<file path="config.mk">
export PLATFORM = sky130hd
export DESIGN_NAME = seq_detector_param
export DESIGN_NICKNAME = d
export VERILOG_FILES = /design/src/rtl/seq_detector_param.sv
export SDC_FILE = /design/constraint.sdc
export NUM_CORES = 1
export LEC_CHECK = 0
export CORE_ASPECT_RATIO = 0.5
export CORE_MARGIN = 4
export CORE_UTILIZATION = 25
export CTS_CLUSTER_SIZE = 8
export DETAILED_ROUTE_END_ITERATION = 10
export GPL_ROUTABILITY_DRIVEN = 0
export MAX_ROUTING_LAYER = met4
export PLACE_DENSITY_LB_ADDON = 0.2
export SYNTH_ARGS = -nofsm -noshare
export SYNTH_HDL_FRONTEND = slang
export SYNTH_SLANG_ARGS = --single-unit
</file>
<file path="constraint.sdc">
create_clock -name clk -period 2.1 [get_ports clk]
set_input_delay 0.42 -clock clk [delete_from_list [all_inputs] [get_ports clk]]
set_output_delay 0.42 -clock clk [all_outputs]
set_load 0.01 [all_outputs]
</file>
<file path="src/rtl/seq_detector_param.sv">
// Programmable serial pattern detector: run-time pattern, length and overlap mode,
// bits qualified by x_valid, registered Moore detect output and a saturating match counter.
module seq_detector_param #(
    parameter int                 MAX_LEN         = 8,
    parameter logic [MAX_LEN-1:0] DEFAULT_PATTERN = 8'b0000_1110,
    parameter int                 DEFAULT_LEN     = 4,
    parameter int                 CNT_W           = 8,
    parameter int                 LEN_W           = $clog2(MAX_LEN + 1)
) (
    input  logic               clk,
    input  logic               rst,
    input  logic               x,
    input  logic               x_valid,
    input  logic               cfg_load,
    input  logic [MAX_LEN-1:0] cfg_pattern,
    input  logic [LEN_W-1:0]   cfg_len,
    input  logic               cfg_overlap,
    output logic               detected,
    output logic [CNT_W-1:0]   match_count,
    output logic               count_sat,
    output logic [1:0]         fsm_state
);

    localparam logic [1:0] S_FILL  = 2'd0;
    localparam logic [1:0] S_ARMED = 2'd1;
    localparam logic [1:0] S_HIT   = 2'd2;

    localparam logic [CNT_W-1:0] CNT_MAX = '1;

    logic [MAX_LEN-1:0] pattern_q;
    logic [MAX_LEN-1:0] hist_q;
    logic [MAX_LEN-1:0] hist_next;
    logic [MAX_LEN-1:0] len_mask;
    logic [LEN_W-1:0]   len_q;
    logic [LEN_W-1:0]   fill_q;
    logic [LEN_W-1:0]   fill_next;
    logic [LEN_W-1:0]   len_clamped;
    logic               overlap_q;
    logic               accept;
    logic               match;
    logic [1:0]         state_q;
    logic [1:0]         state_next;
    logic [CNT_W-1:0]   count_q;
    logic               sat_q;

    // A zero length behaves as a single-bit pattern; oversize lengths are clamped.
    always_comb begin
        len_clamped = cfg_len;
        if (cfg_len == '0) begin
            len_clamped = LEN_W'(1);
        end else if (cfg_len > LEN_W'(MAX_LEN)) begin
            len_clamped = LEN_W'(MAX_LEN);
        end
    end

    always_comb begin
        len_mask = '0;
        for (int i = 0; i < MAX_LEN; i++) begin
            len_mask[i] = (i < int'(len_q));
        end
    end

    assign accept    = x_valid && !cfg_load;
    assign hist_next = {hist_q[MAX_LEN-2:0], x};
    assign fill_next = (fill_q == len_q) ? len_q : fill_q + LEN_W'(1);
    assign match     = accept && (fill_next == len_q)
                       && (((hist_next ^ pattern_q) & len_mask) == '0);

    always_comb begin
        state_next = state_q;
        if (accept) begin
            if (match) begin
                state_next = S_HIT;
            end else if (fill_next == len_q) begin
                state_next = S_ARMED;
            end else begin
                state_next = S_FILL;
            end
        end else if (state_q == S_HIT) begin
            // Without overlap the match emptied the history, so hunting restarts from FILL.
            state_next = overlap_q ? S_ARMED : S_FILL;
        end
    end

    always_ff @(posedge clk) begin
        if (rst) begin
            pattern_q <= DEFAULT_PATTERN;
            len_q     <= LEN_W'(DEFAULT_LEN);
            overlap_q <= 1'b1;
            hist_q    <= '0;
            fill_q    <= '0;
            state_q   <= S_FILL;
            count_q   <= '0;
            sat_q     <= 1'b0;
        end else if (cfg_load) begin
            pattern_q <= cfg_pattern;
            len_q     <= len_clamped;
            overlap_q <= cfg_overlap;
            hist_q    <= '0;
            fill_q    <= '0;
            state_q   <= S_FILL;
            count_q   <= '0;
            sat_q     <= 1'b0;
        end else begin
            state_q <= state_next;
            if (accept) begin
                hist_q <= hist_next;
                fill_q <= (match && !overlap_q) ? '0 : fill_next;
            end
            if (match && !sat_q) begin
                count_q <= count_q + CNT_W'(1);
                if (count_q == CNT_MAX - CNT_W'(1)) begin
                    sat_q <= 1'b1;
                end
            end
        end
    end

    assign detected    = (state_q == S_HIT);
    assign match_count = count_q;
    assign count_sat   = sat_q;
    assign fsm_state   = state_q;

endmodule

</file>
# Word-level counts from Yosys, hierarchy flattened

Cells that the tools add are included.

Bits in registers: 35
Input bits: 18
Logic and storage cells: 47

Add/subtract/negate cells: 2
Magnitude comparators: 9
Equal/unequal tests: 4
Mux-type cells: 9
Bitwise logic cells: 2
Reduce and logical (&&, ||, !) cells: 13

Operator list:

| kind                | count |
|---|---|
| $lt 3x4->1 const A  | 4 |
| $mux 4              | 4 |
| $add 8x1->8 const B | 1 |
| $and 8x8->8         | 1 |
| $eq 4x4->1          | 2 |
| $eq 8x8->1 const B  | 1 |
| $logic_not 8->1     | 1 |
| $lt 1x4->1 const A  | 2 |
| $lt 2x4->1 const A  | 2 |
| $xor 8x8->8         | 1 |
| $mux 2              | 3 |
| $logic_and 1x1->1   | 5 |
| $add 4x1->4 const B | 1 |
| $gt 4x4->1 const B  | 1 |
| $logic_not 4->1     | 1 |
| $logic_not 1->1     | 3 |
| $eq 2x2->1 const B  | 1 |
| $mux 1              | 2 |
| $reduce_and 2->1    | 1 |
| $reduce_bool 2->1   | 1 |
| $reduce_or 2->1     | 1 |

# Logic depth before layout (Yosys ltp)

Gate-level depths: netlist of run 1.

Word-level depth: 7
Mapped depth: 9

# Worst setup path before layout of run 1

OpenSTA, ideal clock, no wires.

Kind: reg-to-reg
Start point: register fill_q[0]
End point: register fill_q[3]
Setup time: 117 ps
Arrival time: 1,854 ps
Required time: 1,983 ps
Slack: 128 ps
Cell stages (with the launch flop): 8
Period minus slack after synthesis: 1,972 ps
Path through: dfxtp_1 ha_1 xor2_1 nor3_1 a32o_1 nand4_2 or2_1 a32o_1

Word-level cells in the longest chain between the ends: 7
Elaborated cells on any way between the ends: 8
Classes of those cells: add/sub (1); eq/ne (2); mux (2); reduce/logical (3)

Ends and longest elaborated chain:

| element                                   | RTL line | source |
|---|---|---|
| start: declaration                        | 35       | `logic [LEN_W-1:0] fill_q;` |
| start signal: assignment                  | 108      | `fill_q <= (match && !overlap_q) ? '0 : fill_next;` |
| $add 4x1->4 or $eq 4x4->1 (tied branches) | 65       | `assign fill_next = (fill_q == len_q) ? len_q : fill_q + LEN_W'(1);` |
| $mux 4 *                                  | 65       |  |
| $eq 4x4->1                                | 66       | `assign match = accept && (fill_next == len_q)` |
| $logic_and 1x1->1                         | 66       |  |
| $logic_and 1x1->1                         | 67       | `&& (((hist_next ^ pattern_q) & len_mask) == '0);` |
| $logic_and 1x1->1                         | 108      |  |
| $mux 4 *                                  | 108      |  |

Every way passes the cells marked *; elsewhere a longest branch is shown, timed or not.
A chain may end at the register's enable or synchronous reset.

# Final worst setup path of run 1

Start point: register fill_q[1]
End point: register count_q[4], in the netlist match_count[4]

Word-level cells in the longest chain between the ends: 6
Elaborated cells on any way between the ends: 7
Classes of those cells: add/sub (1); eq/ne (2); mux (1); reduce/logical (3)

Ends and longest elaborated chain:

| element                                   | RTL line | source |
|---|---|---|
| $add 4x1->4 or $eq 4x4->1 (tied branches) | 65       |  |
| $mux 4 *                                  | 65       |  |
| $eq 4x4->1 *                              | 66       |  |
| $logic_and 1x1->1 *                       | 66       |  |
| $logic_and 1x1->1 *                       | 67       |  |
| $logic_and 1x1->1 *                       | 110      | `if (match && !sat_q) begin` |
| end signal: assignment                    | 111      | `count_q <= count_q + CNT_W'(1);` |
| end: declaration                          | 43       | `logic [CNT_W-1:0] count_q;` |

Marked as above.

==> impl_metrics.ini, run 1 <==
[setup_path]
criticalPathCategory = register to register
end_kind = register
r2r-start = fill_q[1]
start_kind = register
required_ns = 2.31
r2r_slack_ns = 0.06
worstPathMaxFanout = 5
rr_worst_depth = 8
reg2reg_to = match_count[4]
cp_data_arrival_time_ns = 2.24

[logic_synthesis]
netlist_area_sq_um = 1730
syn_area_per_cell_sq_um = 8.84
synth.area.top_cells = dfxtp_1 (40%), mux2i_1 (7.5%), xnor2_1 (6.1%), nor2_1 (5.0%), a21oi_1 (3.5%)
synth_top_area_share_pct = 40.4
ys_seq_area_share_pct = 40.4
yosys.cell_types.count = 40
synth_cells = 196
ys_ff_latch = 35
syn_nets = 217
yosys.area.top_type = dfxtp_1
ys.warnings.count = 0

[worst_hold_path]
holdCritPathClass = register to register
hold_start = match_count[4]
hold_path_depth = 2
hold-path-endpoint = match_count[4]

[clocking]
post-cts-setup-buffer-count = 0
cts_tree = yes
clkSinkCount = 35
cts_buffers = 5
root_buffer = clkbuf_16
cts_buffer_depth = 2
cts_hold_buf = 0
worstSkewPairLatency_ns = 0.28
htreeDepth = 2
cts.clk_slew.worst_paths_ns = 0.06

[power_and_ir_drop]
p_sw_share_pct = 22.8
p_int_uw = 1250
max-vdd-ir-drop_uv = 259
leakage_uw = 0.000939
pwr-share-comb_pct = 11.5
p_total_uw = 1620
p_clk_share_pct = 44.9
pwr-share-seq_pct = 43.6
powerDensity_nw_per_um2 = 652
switching_power_uw = 369

[final_layout]
fin_cells = 332
syn_to_final_growth_pct = 43.2
antennaDiodeCount = 0
drive_above_1_share_pct = 17.5
fillCellCount = 703
num-nets-final = 261

[die]
start_util_pct = 25.9
dieArea_sq_um = 8410
core_sq_um = 6700
die_w_um = 126
die_h_um = 66.9
num_io_pins = 30
rows = 21

[timing]
timing.hold.ws_ns = 0.504
setup-violations-final = 0
relSlewSlack_pct = 73.1
period_minus_slack_ns = 2.04
tightest_slew_ns = 0.403
fin_worst_skew_ns = 0.00409
finalHoldViolCount = 0
final_max_slew_viol_count = 0
finalCritPeriodShare_pct = 96.9
worst_slack_ns = 0.0646
fmax_mhz = 491

[flow_run]
drv_cap = 0

[routing]
drtPass1Iterations = 4
drt-wirelength-per-cell_um = 12.5
routed_wl_um = 4150
vias_per_cell = 4.63
drt_iter0_drc = 105
drcViolationCount = 0
vias = 1536
ant_nets = 0

[grt]
overflow = 0
track_usage_pct = 10.3
grt_pass1_wl_um = 6820
grt_antenna_before_repair = 0
grt_max_degree = 20
grt_pass1_vias = 1446

[placed_design]
io_buffer_count = 29
post-place-cells = 323
post-place-ws_ns = -0.246
dp_hpwl_um = 2980

[run_status]
status = finished clean
-- power groups by stage --
stage,clock (uW),sequential [uW],combinational [uW]
CTS,747,703,179
global route,777,709,208
global placement,0,717,175
detailed placement,0,717,177
floorplan,0,707,110
finish,726,705,187
-- per-stage QoR --
| step | TNS, ns | area [sq um] | util, % |
|---|---|---|---|
| 2_1_floorplan | 0 | 1730 | - |
| 4_1_cts | 0 | 2380 | 35.5 |
| 3_5_place_dp | -2.23 | 2220 | 33.1 |
| 3_3_place_gp | -1.81 | 2220 | 33.1 |
| 6_report | 0 | 2480 | 37.0 |
| 5_1_grt | -0.0998 | 2480 | 37.0 |
-- cells in the mapped netlist, drive strengths merged --
cell type and number:
nand3 4, a31oi 2, a32oi 1, xor2 4, and4 1, o21ai 12
clkbuf 4, dfxtp 35, nand2 10, mux2i 13, o22ai 1, a211o 4
o21a 2, nor2b 7, a21oi 12, o31ai 1, nand3b 1, nand2b 2
a32o 4, nand4 3, or3 7, a211oi 1, and3 3, or2 2
or4 1, xnor2 13, buf 7, mux2 1, o211ai 2, nor2 23
inv 4, ha 3, a21boi 1, nor3 5
-- sequential cells by signal, summed over array words and instances (netlist names) --
register     count
pattern_q        8
fill_q           4
len_q            4
fsm_state        2
count_sat        1
match_count      8
overlap_q        1
hist_q           7
-- layout by cell type, fill, tap and decap left out, types with 4 or more instances in the layout --
cell type,synthesis,final
dfxtp_1,35,32
xor2_1,4,4
a211o_1,4,4
nand3_1,4,4
nor2b_1,7,7
clkbuf_16,0,7
nand2_1,10,10
clkdlybuf4s50_1,0,29
a21oi_1,12,11
nor2_1,23,22
or3_1,7,7
mux2i_1,13,13
o21ai_0,12,11
buf_4,1,16
xnor2_1,12,10
inv_1,4,4
nor3_1,5,4
-- worst max-delay path, stage by stage, from the launching register on --
cell and delay (ns):
dfxtp_2 0.33, ha_4 0.24, xor2_1 0.15, nor3_2 0.23
a32o_2 0.22, nand4_4 0.14, buf_12 0.18, or3_1 0.33
a21oi_1 0.15
-- timing repair --
| item | CTS | global route |
|---|---|---|
| pin swaps | 1 | 7 |
| endpoints found under the setup margin | 6 | 9 |
| cloned | 0 | 2 |
| resized for setup | 2 | 12 |
-- area by class of cell --
class                           instances  area (sq um)  share of cell area (%)
Multi-Input combinational cell        146          1020                    41.2
Sequential cell                        35           704                    28.4
Timing Repair Buffer                   48           480                    19.4
Clock buffer                            6           139                    5.59
Tap cell                               92           115                    4.64
Inverter                                4          15.0                   0.605
Clock inverter                          1          5.00                   0.202
-- routing by layer --
layer,global-route usage (%),share of wire (%),vias up
met2,16.8,46,24
li1,-,-,782
met5,-,0,-
met4,3.21,1.1,0
met1,12.7,49,723
met3,2.56,3.3,7
-- how the worst max path moves through the flow --
| stage | start | to | slack, ns | cells past startpoint |
|---|---|---|---|---|
| floorplan | fill_q[0] | fill_q[3] | 0.13 | 7 |
| global placement | cfg_load | match_count[2] | -0.19 | 8 |
| detailed placement | cfg_load | match_count[4] | -0.25 | 8 |
| CTS | fill_q[0] | match_count[4] | 0.02 | 8 |
| global route | hist_q[3] | match_count[1] | -0.02 | 8 |
| finish | fill_q[1] | match_count[4] | 0.06 | 8 |
-- cell families after synthesis --
logic type               Yosys count  share of synthesized area, %
AND/OR/NAND/NOR                   69                          20.1
AO/OA/AOI/OAI                     43                          15.9
flip-flops                        35                          40.4
XOR/XNOR                          17                          9.03
buffers and inverters             15                          4.19
multiplexers                      14                          8.16
adder cells (fa/ha/maj)            3                          2.17
No activity file was read; power rests on OpenSTA's default activity.
==> run 2: changes to the inputs <==
Settings changed: CORE_UTILIZATION 25 to 47, TNS_END_PERCENT from default to 30.
==> impl_metrics.ini, run 2 (synthesis results as in run 1) <==
[setup_path]
criticalPathCategory = register to register
start_kind = register
end_kind = register
required_ns = 2.33
worstPathMaxFanout = 5
r2r_slack_ns = 0.09
cp_data_arrival_time_ns = 2.24

[die]
start_util_pct = 49.6
die_w_um = 93.9
die_h_um = 50.9
dieArea_sq_um = 4780
core_sq_um = 3490
num_io_pins = 30
rows = 15

[power_and_ir_drop]
leakage_uw = 0.000940
powerDensity_nw_per_um2 = 592
max-vdd-ir-drop_uv = 342
p_total_uw = 1450

[placed_design]
dp_hpwl_um = 2780
post-place-cells = 282
io_buffer_count = 29
post-place-ws_ns = -0.233

[routing]
routed_wl_um = 4150
vias_per_cell = 5.37
drtPass1Iterations = 4
drcViolationCount = 0
drt-wirelength-per-cell_um = 14.1
vias = 1585
ant_nets = 0
drt_iter0_drc = 46

[grt]
track_usage_pct = 17.6
grt_max_degree = 19
grt_pass1_wl_um = 6480
grt_antenna_before_repair = 0
grt_pass1_vias = 1444
overflow = 0

[timing]
finalHoldViolCount = 0
relSlewSlack_pct = 76.9
worst_slack_ns = 0.0889
period_minus_slack_ns = 2.01
finalCritPeriodShare_pct = 95.8
setup-violations-final = 0
tightest_slew_ns = 0.346
rsz0062_at_grt = false
final_max_slew_viol_count = 0
fin_worst_skew_ns = 0.00364
tns_ns = 0
fmax_mhz = 497

[flow_run]
drv_cap = 0

[clocking]
cts_hold_buf = 0
cts_buffer_depth = 2
root_buffer = clkbuf_8
cts_buffers = 5
cts_tree = yes
cts.clk_slew.worst_paths_ns = 0.07
htreeDepth = 2
worstSkewPairLatency_ns = 0.29
clkSinkCount = 35

[final_layout]
num-nets-final = 264
layout_commonest_cell = clkdlybuf4s50_1
fin_cells = 295
layout_common_cells = clkdlybuf4s50_1 (29), dfxtp_1 (27), nor2_1 (22), buf_4 (19), mux2i_1 (13)
syn_to_final_growth_pct = 41.2
antennaDiodeCount = 0
drive_above_1_share_pct = 23.0

[run_status]
status = finished clean

[worst_hold_path]
holdCritPathClass = register to register
==> run 2: changes by cell type in the layout (fill, tap and decap cells not counted), sizes merged <==
cell	delta
buf	+3
clkbuf	+1
clkinv	-1
clkinvlp	+1
==> run 2: per-stage QoR <==
stage / hold slack (ns) / util, % / area (sq um)
5_1_grt: 0.555 / 70.1 / 2450
3_5_place_dp: 0.499 / 62.2 / 2170
3_3_place_gp: 0.479 / 62.2 / 2170
2_1_floorplan: 0.481 / - / 1730
4_1_cts: 0.508 / 65.3 / 2280
6_report: 0.506 / 70.1 / 2450
==> run 2: final timing paths <==
check / from / end / depth (start not counted)
worst min register to register: fsm_state[1] / fsm_state[1] / 2
worst min-delay path: fsm_state[1] / fsm_state[1] / 2
worst max-delay path: fill_q[2] / match_count[5] / 7
worst max register to register: fill_q[2] / match_count[5] / 7
==> run 2: layout make-up <==
type                            count  area (sq um)
Inverter                            4          15.0
Sequential cell                    35           711
Multi-Input combinational cell    146          1050
Fill cell                         289          1040
Timing Repair Buffer               51           503
Tap cell                           51          63.8
Clock inverter                      1          7.51
Clock buffer                        7          96.3
==> run 2: layer usage <==
layer	vias to the layer above	part of all wire [%]	track usage [%]
li1	788	-	-
met1	744	46	22.1
met2	42	46	27.0
met3	11	5.4	4.85
met4	0	2.3	7.19
met5	-	0	-
==> run 2: critical path: stages, from the launching register on <==
cell and delay, ns:
dfxtp_1 0.47, nand3_1 0.22, xnor2_2 0.24, a32o_2 0.23, nand4_4 0.13, buf_12 0.17, or3_1 0.36, a21oi_2 0.14
==> run 2: what timing repair did <==
item	CTS	global route
resized for setup	1	23
cloned	0	2
endpoints found under the hold margin	0	0
pin swaps	0	8
buffers inserted	0	3
setup endpoints to repair	7	12
==> run 2: power breakdown <==
group          switching, uW  internal (uW)  leakage, uW
combinational           88.0            108     0.000601
clock                    248            298    0.0000505
sequential              22.0            683     0.000288
